## config.mk

```make
export PLATFORM = sky130hd
export DESIGN_NAME = icache_flat
export DESIGN_NICKNAME = d
export VERILOG_FILES = /design/src/rtl/icache_if.sv /design/src/rtl/icache.sv /design/src/flat_wrapper.sv
export SDC_FILE = /design/constraint.sdc
export NUM_CORES = 2
export LEC_CHECK = 0
export CORE_ASPECT_RATIO = 0.5
export CORE_UTILIZATION = 49
export DETAILED_ROUTE_END_ITERATION = 12
export GPL_TIMING_DRIVEN = 1
export PLACE_DENSITY = 0.7
export SLEW_MARGIN = 15
export SYNTH_ARGS = -nofsm -noshare
export SYNTH_HDL_FRONTEND = slang
export SYNTH_SLANG_ARGS = --single-unit
```

## constraint.sdc

```tcl
create_clock -name clk -period 7.25 [get_ports clk]
set_input_delay 1.45 -clock clk [delete_from_list [all_inputs] [get_ports clk]]
set_output_delay 1.45 -clock clk [all_outputs]
set_load 0.02 [all_outputs]
```

## src/rtl/icache_if.sv

```systemverilog
// CPU fetch port and backend read port of the instruction cache.
// The slave view belongs to the cache; the master view belongs to the CPU and backend side.
interface icache_if;
  logic [24:0] cpu_addr;
  logic        cpu_enable;
  logic        cpu_valid;
  logic [31:0] cpu_result;
  logic        inval;
  logic [24:0] mem_addr;
  logic        mem_enable;
  logic        mem_valid;
  logic [31:0] mem_result;

  modport slave (
    input  cpu_addr, cpu_enable, inval, mem_valid, mem_result,
    output cpu_valid, cpu_result, mem_addr, mem_enable
  );

  modport master (
    output cpu_addr, cpu_enable, inval, mem_valid, mem_result,
    input  cpu_valid, cpu_result, mem_addr, mem_enable
  );
endinterface

```

## src/rtl/icache.sv

```systemverilog
// Direct-mapped instruction cache with whole-line refill from a word-wide backend.
// Only a line that has been completely refilled is ever marked valid.
module icache #(
  parameter int unsigned LINES = 16,
  parameter int unsigned WORDS = 4
) (
  input  logic    clk,
  input  logic    rst,
  icache_if.slave bus
);
  localparam int unsigned OFF_W = $clog2(WORDS);
  localparam int unsigned IDX_W = $clog2(LINES);
  localparam int unsigned TAG_W = 25 - 2 - OFF_W - IDX_W;

  typedef enum logic [1:0] {S_IDLE, S_LOOKUP, S_REFILL} state_t;

  state_t             r_state;
  logic [24:0]        r_addr;
  logic [LINES-1:0]   r_valid;
  logic [TAG_W-1:0]   r_tag  [LINES];
  logic [31:0]        r_data [LINES*WORDS];
  logic [OFF_W-1:0]   r_cnt;
  logic               r_inval_pend;
  logic               r_cpu_valid;
  logic [31:0]        r_cpu_result;
  logic               r_mem_enable;
  logic [24:0]        r_mem_addr;

  logic [IDX_W-1:0]   w_idx;
  logic [OFF_W-1:0]   w_off;
  logic [TAG_W-1:0]   w_tag;
  logic               w_hit;
  logic               w_last;
  logic               w_store;

  assign w_off   = r_addr[2 +: OFF_W];
  assign w_idx   = r_addr[2 + OFF_W +: IDX_W];
  assign w_tag   = r_addr[2 + OFF_W + IDX_W +: TAG_W];
  assign w_hit   = r_valid[w_idx] && (r_tag[w_idx] == w_tag);
  assign w_last  = (r_cnt == OFF_W'(WORDS - 1));
  assign w_store = (r_state == S_REFILL) && r_mem_enable && bus.mem_valid && !rst;

  // Tag and data arrays carry no reset; the valid bits alone guard them.
  always_ff @(posedge clk) begin
    if (w_store) begin
      r_data[{w_idx, r_cnt}] <= bus.mem_result;
      if (w_last) r_tag[w_idx] <= w_tag;
    end
  end

  always_ff @(posedge clk) begin
    if (rst) begin
      r_state      <= S_IDLE;
      r_addr       <= '0;
      r_valid      <= '0;
      r_cnt        <= '0;
      r_inval_pend <= 1'b0;
      r_cpu_valid  <= 1'b0;
      r_cpu_result <= '0;
      r_mem_enable <= 1'b0;
      r_mem_addr   <= '0;
    end else begin
      r_cpu_valid <= 1'b0;
      case (r_state)
        S_IDLE: begin
          if (bus.inval) r_valid <= '0;
          if (bus.cpu_enable) begin
            r_addr  <= bus.cpu_addr & ~25'h3;
            r_state <= S_LOOKUP;
          end
        end
        S_LOOKUP: begin
          if (w_hit) begin
            r_cpu_valid  <= 1'b1;
            r_cpu_result <= r_data[{w_idx, w_off}];
            r_state      <= S_IDLE;
            // Deferred invalidate lands as we return to IDLE.
            if (bus.inval || r_inval_pend) r_valid <= '0;
            r_inval_pend <= 1'b0;
          end else begin
            r_valid[w_idx] <= 1'b0;
            r_cnt          <= '0;
            r_state        <= S_REFILL;
            if (bus.inval) r_inval_pend <= 1'b1;
          end
        end
        S_REFILL: begin
          if (bus.inval) r_inval_pend <= 1'b1;
          if (r_mem_enable) begin
            if (bus.mem_valid) begin
              r_mem_enable <= 1'b0;
              r_cnt        <= r_cnt + OFF_W'(1);
              if (w_last) begin
                r_valid[w_idx] <= 1'b1;
                r_state        <= S_LOOKUP;
              end
            end
          end else begin
            // Request the next word of the line; r_addr[1:0] is always zero.
            r_mem_enable <= 1'b1;
            r_mem_addr   <= {r_addr[24:OFF_W+2], r_cnt, r_addr[1:0]};
          end
        end
        default: r_state <= S_IDLE;
      endcase
    end
  end

  assign bus.cpu_valid  = r_cpu_valid;
  assign bus.cpu_result = r_cpu_result;
  assign bus.mem_enable = r_mem_enable;
  assign bus.mem_addr   = r_mem_addr;
endmodule
```

## src/flat_wrapper.sv

```systemverilog
// flat-port wrapper written by rule: the top's interface ports become plain ports
module icache_flat 
#(
  parameter int unsigned LINES = 16,
  parameter int unsigned WORDS = 4
)
  (clk, rst, bus_cpu_addr, bus_cpu_enable, bus_inval, bus_mem_valid, bus_mem_result, bus_cpu_valid, bus_cpu_result, bus_mem_addr, bus_mem_enable);
  icache_if bus_i ();
  input  logic clk;
  input  logic rst;
  input wire logic [$bits(bus_i.cpu_addr)-1:0] bus_cpu_addr;
  input wire logic [$bits(bus_i.cpu_enable)-1:0] bus_cpu_enable;
  input wire logic [$bits(bus_i.inval)-1:0] bus_inval;
  input wire logic [$bits(bus_i.mem_valid)-1:0] bus_mem_valid;
  input wire logic [$bits(bus_i.mem_result)-1:0] bus_mem_result;
  output wire logic [$bits(bus_i.cpu_valid)-1:0] bus_cpu_valid;
  output wire logic [$bits(bus_i.cpu_result)-1:0] bus_cpu_result;
  output wire logic [$bits(bus_i.mem_addr)-1:0] bus_mem_addr;
  output wire logic [$bits(bus_i.mem_enable)-1:0] bus_mem_enable;
  assign bus_i.cpu_addr = bus_cpu_addr;
  assign bus_i.cpu_enable = bus_cpu_enable;
  assign bus_i.inval = bus_inval;
  assign bus_i.mem_valid = bus_mem_valid;
  assign bus_i.mem_result = bus_mem_result;
  assign bus_cpu_valid = bus_i.cpu_valid;
  assign bus_cpu_result = bus_i.cpu_result;
  assign bus_mem_addr = bus_i.mem_addr;
  assign bus_mem_enable = bus_i.mem_enable;
  icache #(.LINES(LINES), .WORDS(WORDS)) u_core (.clk(clk), .rst(rst), .bus(bus_i));
endmodule
```

## After elaboration in Yosys (flattened, before gate mapping)

Memory sizes are Yosys's and may differ from the RTL's. A register that Yosys moved wholly into a read port is not among the register bits.
Index checks and enable logic that the tools add are counted.

- Register bits after elaboration: 69
- Logic and storage cells: 80
- Output and inout port bits: 59
- Bits of input ports: 62
- Bits in writable memories: 2320
- Memories: 2

Memories:

| name | words | bits a word | rd ports | clocked after memory_dff | wr ports | RTL line | RTL |
|---|---|---|---|---|---|---|---|
| u_core.r_data | 64 | 32 | 1 | 1 | 1 | icache.sv:21 | `logic [31:0] r_data [LINES*WORDS];` |
| u_core.r_tag | 16 | 17 | 1 | 1 | 1 | icache.sv:20 | `logic [TAG_W-1:0] r_tag [LINES];` |

- Multiplexer cells: 34
- Bitwise gates (word level): 5
- Order comparisons: 2
- Reduce and logical (&&, ||, !) cells: 17
- Equality and inequality tests: 11
- Add/subtract/negate cells: 1

Operators with widths:

| cell | number |
|---|---|
| 16-bit 2-to-1 mux | 6 |
| 16-bit case mux with 3 select lines | 1 |
| 17-bit == test | 1 |
| 16-bit AND | 1 |
| 2-bit 2-to-1 mux | 8 |
| 16-bit inverter | 1 |
| 16-bit OR | 1 |
| 1-bit 2-to-1 mux | 12 |
| 4-bit 2-to-1 mux | 2 |
| 2-bit != test, second input constant | 4 |
| 4-bit AND reduction | 2 |
| 2-bit case mux with 3 select lines | 1 |
| 2-bit AND reduction | 3 |
| 6-bit AND reduction | 1 |
| 1-bit logical AND | 5 |
| 4-bit by 5-bit less-than comparator with 1-bit output, second input constant | 1 |
| 1-bit binary-select mux with 4-bit select | 1 |
| 1-bit demux with 4-bit select | 1 |
| 2-bit == test, second input constant | 2 |
| 4-bit by 1-bit greater-or-equal comparator with 1-bit output, second input constant | 1 |
| 2-bit by 1-bit != test with 1-bit output, second input constant | 2 |
| 2-bit case mux with 2 select lines | 1 |
| 3-bit != test, second input constant | 1 |
| 3-bit nonzero test | 1 |
| 9 further kinds | 10 |

## Logic depth before layout (Yosys ltp)

- Word-level depth: 9
- Mapped depth: 14
- Mapped depth without buffers: 10

## Least setup slack after synthesis

No wires, ideal clock.

- Kind: flip-flop to flip-flop
- Start point: register u_core.r_addr[4]
- End point: memory u_core.r_data[15][0], enable pin
- Library setup time: 0.421 ns
- Arrival time: 4.184 ns
- Setup slack: 2.645 ns
- Required time: 6.829 ns
- Stages on the path, launching flop included: 10
- Period minus slack after synthesis: 4.605 ns
- Buffers on the path: 7
- Cell sequence: dfxtp_1 > buf_2 > buf_1 > clkbuf_1 > clkbuf_1 > buf_2 > clkbuf_1 > clkbuf_1 > nand3_1 > nor2_1

RTL lines:

| element | RTL line | RTL |
|---|---|---|
| start: declaration | icache.sv:18 | `logic [24:0] r_addr;` |
| start signal: assignment | icache.sv:68 | `r_addr <= bus.cpu_addr & ~25'h3;` |
| end: declaration | icache.sv:21 |  |

Straight into the memory's write port.

## Final worst setup path

- Start point: input bus_mem_valid
- End point: memory u_core.r_data[62][30], enable pin

- Word-level cells in the longest chain between the ends: 4

RTL lines:

| element | RTL line | RTL |
|---|---|---|
| start: declaration | flat_wrapper.sv:14 | `input wire logic [$bits(bus_i.mem_valid)-1:0] bus_mem_valid;` |
| 1-bit logical AND (2 in a row) | icache.sv:41 | `assign w_store = (r_state == S_REFILL) && r_mem_enable && bus.mem_valid && !rst;` |
| 1-bit 2-to-1 mux | icache.sv:45 | `if (w_store) begin` |
| 1-bit 2-to-1 mux (implied by the code) | icache.sv:46 | `r_data[{w_idx, r_cnt}] <= bus.mem_result;` |

No other way between the ends.

==> flow_metrics.tcl <==
set metrics [dict create \
    slew_violations 0 \
    fin_crit_sh_pct 69.5 \
    wl_um 225000 \
    r2r_start "u_core.r_state[0]" \
    placed_cells 6754 \
    whs_path_depth 2 \
    via_per_inst 6.32 \
    rows 112 \
    seq_area_sq_um 71800 \
    cts_tree "done" \
    cellLeakagePower_nw 31.3 \
    syn_inst 4197 \
    place_hpwl_um 131000 \
    final_hold_viol_count 0 \
    cts_resized 0 \
    rr_endpoint "u_core.r_data[62][30]" \
    hold_class "reg2reg" \
    yosys_register_bits 2425 \
    holdCritStartpoint "u_core.bus.mem_addr[6]" \
    grt_pass1_vias 45068 \
    grt_antenna_before_repair 5 \
    path_clk_slew_ns 0.06 \
    die_x_um 618 \
    final_nets 4525 \
    worstHoldEndpoint "u_core.bus.mem_addr[6]" \
    nFillCells 13464 \
    synth_area_per_cell_sq_um 22.1 \
    clock.fmax_ghz 0.198 \
    grt_usage_pct 23.5 \
    layout_common_cells "edfxtp_1 (2320), mux4_2 (658), clkbuf_16 (212)" \
    ios 121 \
    crit_arrival_ns 5.51 \
    swShare_pct 23.8 \
    cts_buffers 210 \
    grt_max_degree 90 \
    syn_area_sq_um 92800 \
    relSlewSlack_pct 17.7 \
    seq_power_share_pct 52.1 \
    fin_setup_tns_ns 0 \
    ff2ff_path_depth 8 \
    layout.cells.non_filler 7131 \
    synth_edf_count 2320 \
    path_max_fanout 19 \
    ff2ff_setup_slack_ns 2.39 \
    die-area_sq_um 191000 \
    final_layout_size_suffix_gt1_share_pct 27.2 \
    area_growth_syn_to_layout_pct 12.7 \
    cts_setup_buffers 0 \
    coreArea_sq_um 187000 \
    die_h_um 310 \
    drc 0 \
    whs_ns 0.460 \
    p_clk_share_pct 36.4 \
    fin_util_pct 55.8 \
    drtIter0Drc 5902 \
    clk_path_buf_depth 4 \
    synthArstFlopShare_pct 0 \
    worst_setup_path_start_kind "input port" \
    ant_nets 0 \
    power.internal_w 0.0229 \
    cp-end-kind "register" \
    synth_top_area_cell "edfxtp_1" \
    ys_top_cells_by_area "edfxtp_1 (75%), mux4_2 (16%), dfxtp_1 (2.3%)" \
    start_util_pct 49.5 \
    wl_per_cell_um 31.6 \
    worst_slack_ns 2.21 \
    crit_type "in2reg" \
    seq_area_frac_synth_pct 77.3 \
    cts_sinks 2425 \
    overflow 0 \
    port_buffers 116 \
    peakVddDrop_mv 0.200 \
    cp.required_ns 7.72 \
    ys_types 61 \
    synth_ff_type "edfxtp_1" \
    gp_congestion 0.840 \
    max-cap-violations 0 \
    rsz0062_at_grt "no" \
    pwr-share-comb_pct 11.5 \
    fin_crit_ns 5.04 \
    finalClockSkew_ns 0.0680 \
    clock_latency_ns 0.87 \
    finalSetupViolCount 0 \
    grt_pass1_wl_um 322000 \
    synth_top_area_share_pct 75.1 \
    cts-htree-levels 4 \
    outcome "finished, final reports clean" \
    vias 45056 \
    dr.pass1.iters 6 \
    powerDensity_nw_per_um2 287 \
    p_switching_w 0.00715 \
    mostFrequentLayoutCell "edfxtp_1" \
    ys_warn_count 0 \
    place_worst_setup_slack_ns 1.54 \
    cts.hold.buffers_added 0 \
    worst_pin_slew_ns 1.23 \
    clock-root-buffer "clkbuf_16" \
    multi_input_area_sq_um 20600 \
]
-- logic make-up after synthesis --
logic type               count (synthesis)  synth area share [%]
buffers and inverters                  243                  1.13
flip-flops                            2425                  77.3
other                                    1               0.00404
adder cells (fa/ha/maj)                  5                0.0674
AND/OR/NAND/NOR                        446                  2.04
multiplexers                           781                  17.3
XOR/XNOR                                15                 0.142
AO/OA/AOI/OAI                          281                  1.99
-- power by group through the flow --
stage | sequential, W | clock, W | combinational (W)
global route | 0.0157 | 0.0116 | 0.00364
floorplan | 0.0158 | 0 | 0.00225
finish | 0.0157 | 0.0109 | 0.00346
detailed placement | 0.0160 | 0 | 0.00343
global placement | 0.0160 | 0 | 0.00338
CTS | 0.0157 | 0.0110 | 0.00344
-- Yosys cell counts (3+ instances only) --
master and n:
edfxtp_1 2320, mux4_2 658, nand2_1 196, nor2_1 152, mux2i_1 117, clkbuf_1 114
dfxtp_1 105, o21ai_0 76, a21oi_1 75, buf_2 58, buf_1 46, nand3_1 36
a22oi_1 29, o2bb2ai_1 28, nor2b_1 17, a211oi_1 13, nor3_1 13, a22o_1 11
xnor2_1 11, o211ai_1 10, buf_4 9, inv_1 9, nand2b_1 7, o2111ai_1 7
mux2_2 6, and2_1 5, ha_1 5, a221oi_1 4, buf_6 4, nor3b_1 4
o2bb2ai_2 4, xor2_1 4, a221o_1 3, and3_1 3, nand4_1 3, o32ai_1 3
-- metrics by stage --
step / total power, W / instance area [sq um]
after global routing: 0.0309 / 105000
final: 0.0301 / 105000
after CTS: 0.0302 / 105000
after global placement: 0.0193 / 97900
after detailed placement: 0.0194 / 98000
after floorplan: 0.0180 / 92800
-- worst max-delay path by stage --
stage                      from               endpoint  slack (ns)  cells past startpoint
6_report          bus_mem_valid  u_core.r_data[62][30]        2.21                      7
5_1_grt           bus_mem_valid  u_core.r_data[62][20]        2.21                      7
4_1_cts           bus_mem_valid  u_core.r_data[62][21]        2.38                      7
3_5_place_dp      bus_mem_valid   u_core.r_data[62][4]        1.54                      7
3_3_place_gp      bus_mem_valid   u_core.r_data[62][4]        1.52                      7
2_1_floorplan  u_core.r_addr[4]   u_core.r_data[15][0]        2.65                      9
-- per-layer routing --
layer	GRT usage, %	share of wire, %	routed length, um
met5	0	0.0058	13
met3	6.21	11	25800
met2	36.5	47	105000
met1	34.2	40	90100
met4	4.67	1.9	4350
-- area by class of cell --
| type | count | share of cell area (%) |
|---|---|---|
| antenna | 3 | 0.00718 |
| clock buffer | 274 | 5.40 |
| clock inverter | 100 | 0.881 |
| inverter | 11 | 0.0395 |
| multi-input combinational | 1530 | 19.7 |
| sequential | 2425 | 68.7 |
| tap | 2508 | 3.00 |
| timing repair buffer | 280 | 2.35 |
-- worst max-delay path: stages --
cell and delay, ns:
clkdlybuf4s50_1 0.50, nand2_1 0.08, nor3b_1 0.91, nor2b_1 0.38, nand3_1 0.74, nor2_4 0.92, buf_4 0.49
-- registers in the layout, summed over array words and instances, names as in the netlist, 2 cells and up, named ones only --
register / flops
u_core.r_data: 2048
u_core.r_tag: 272
u_core.bus.cpu_result: 32
u_core.bus.mem_addr: 23
u_core.r_addr: 23
u_core.r_valid: 16
u_core.r_cnt: 2
u_core.r_state: 2
No activity file was read; power rests on OpenSTA's default activity.
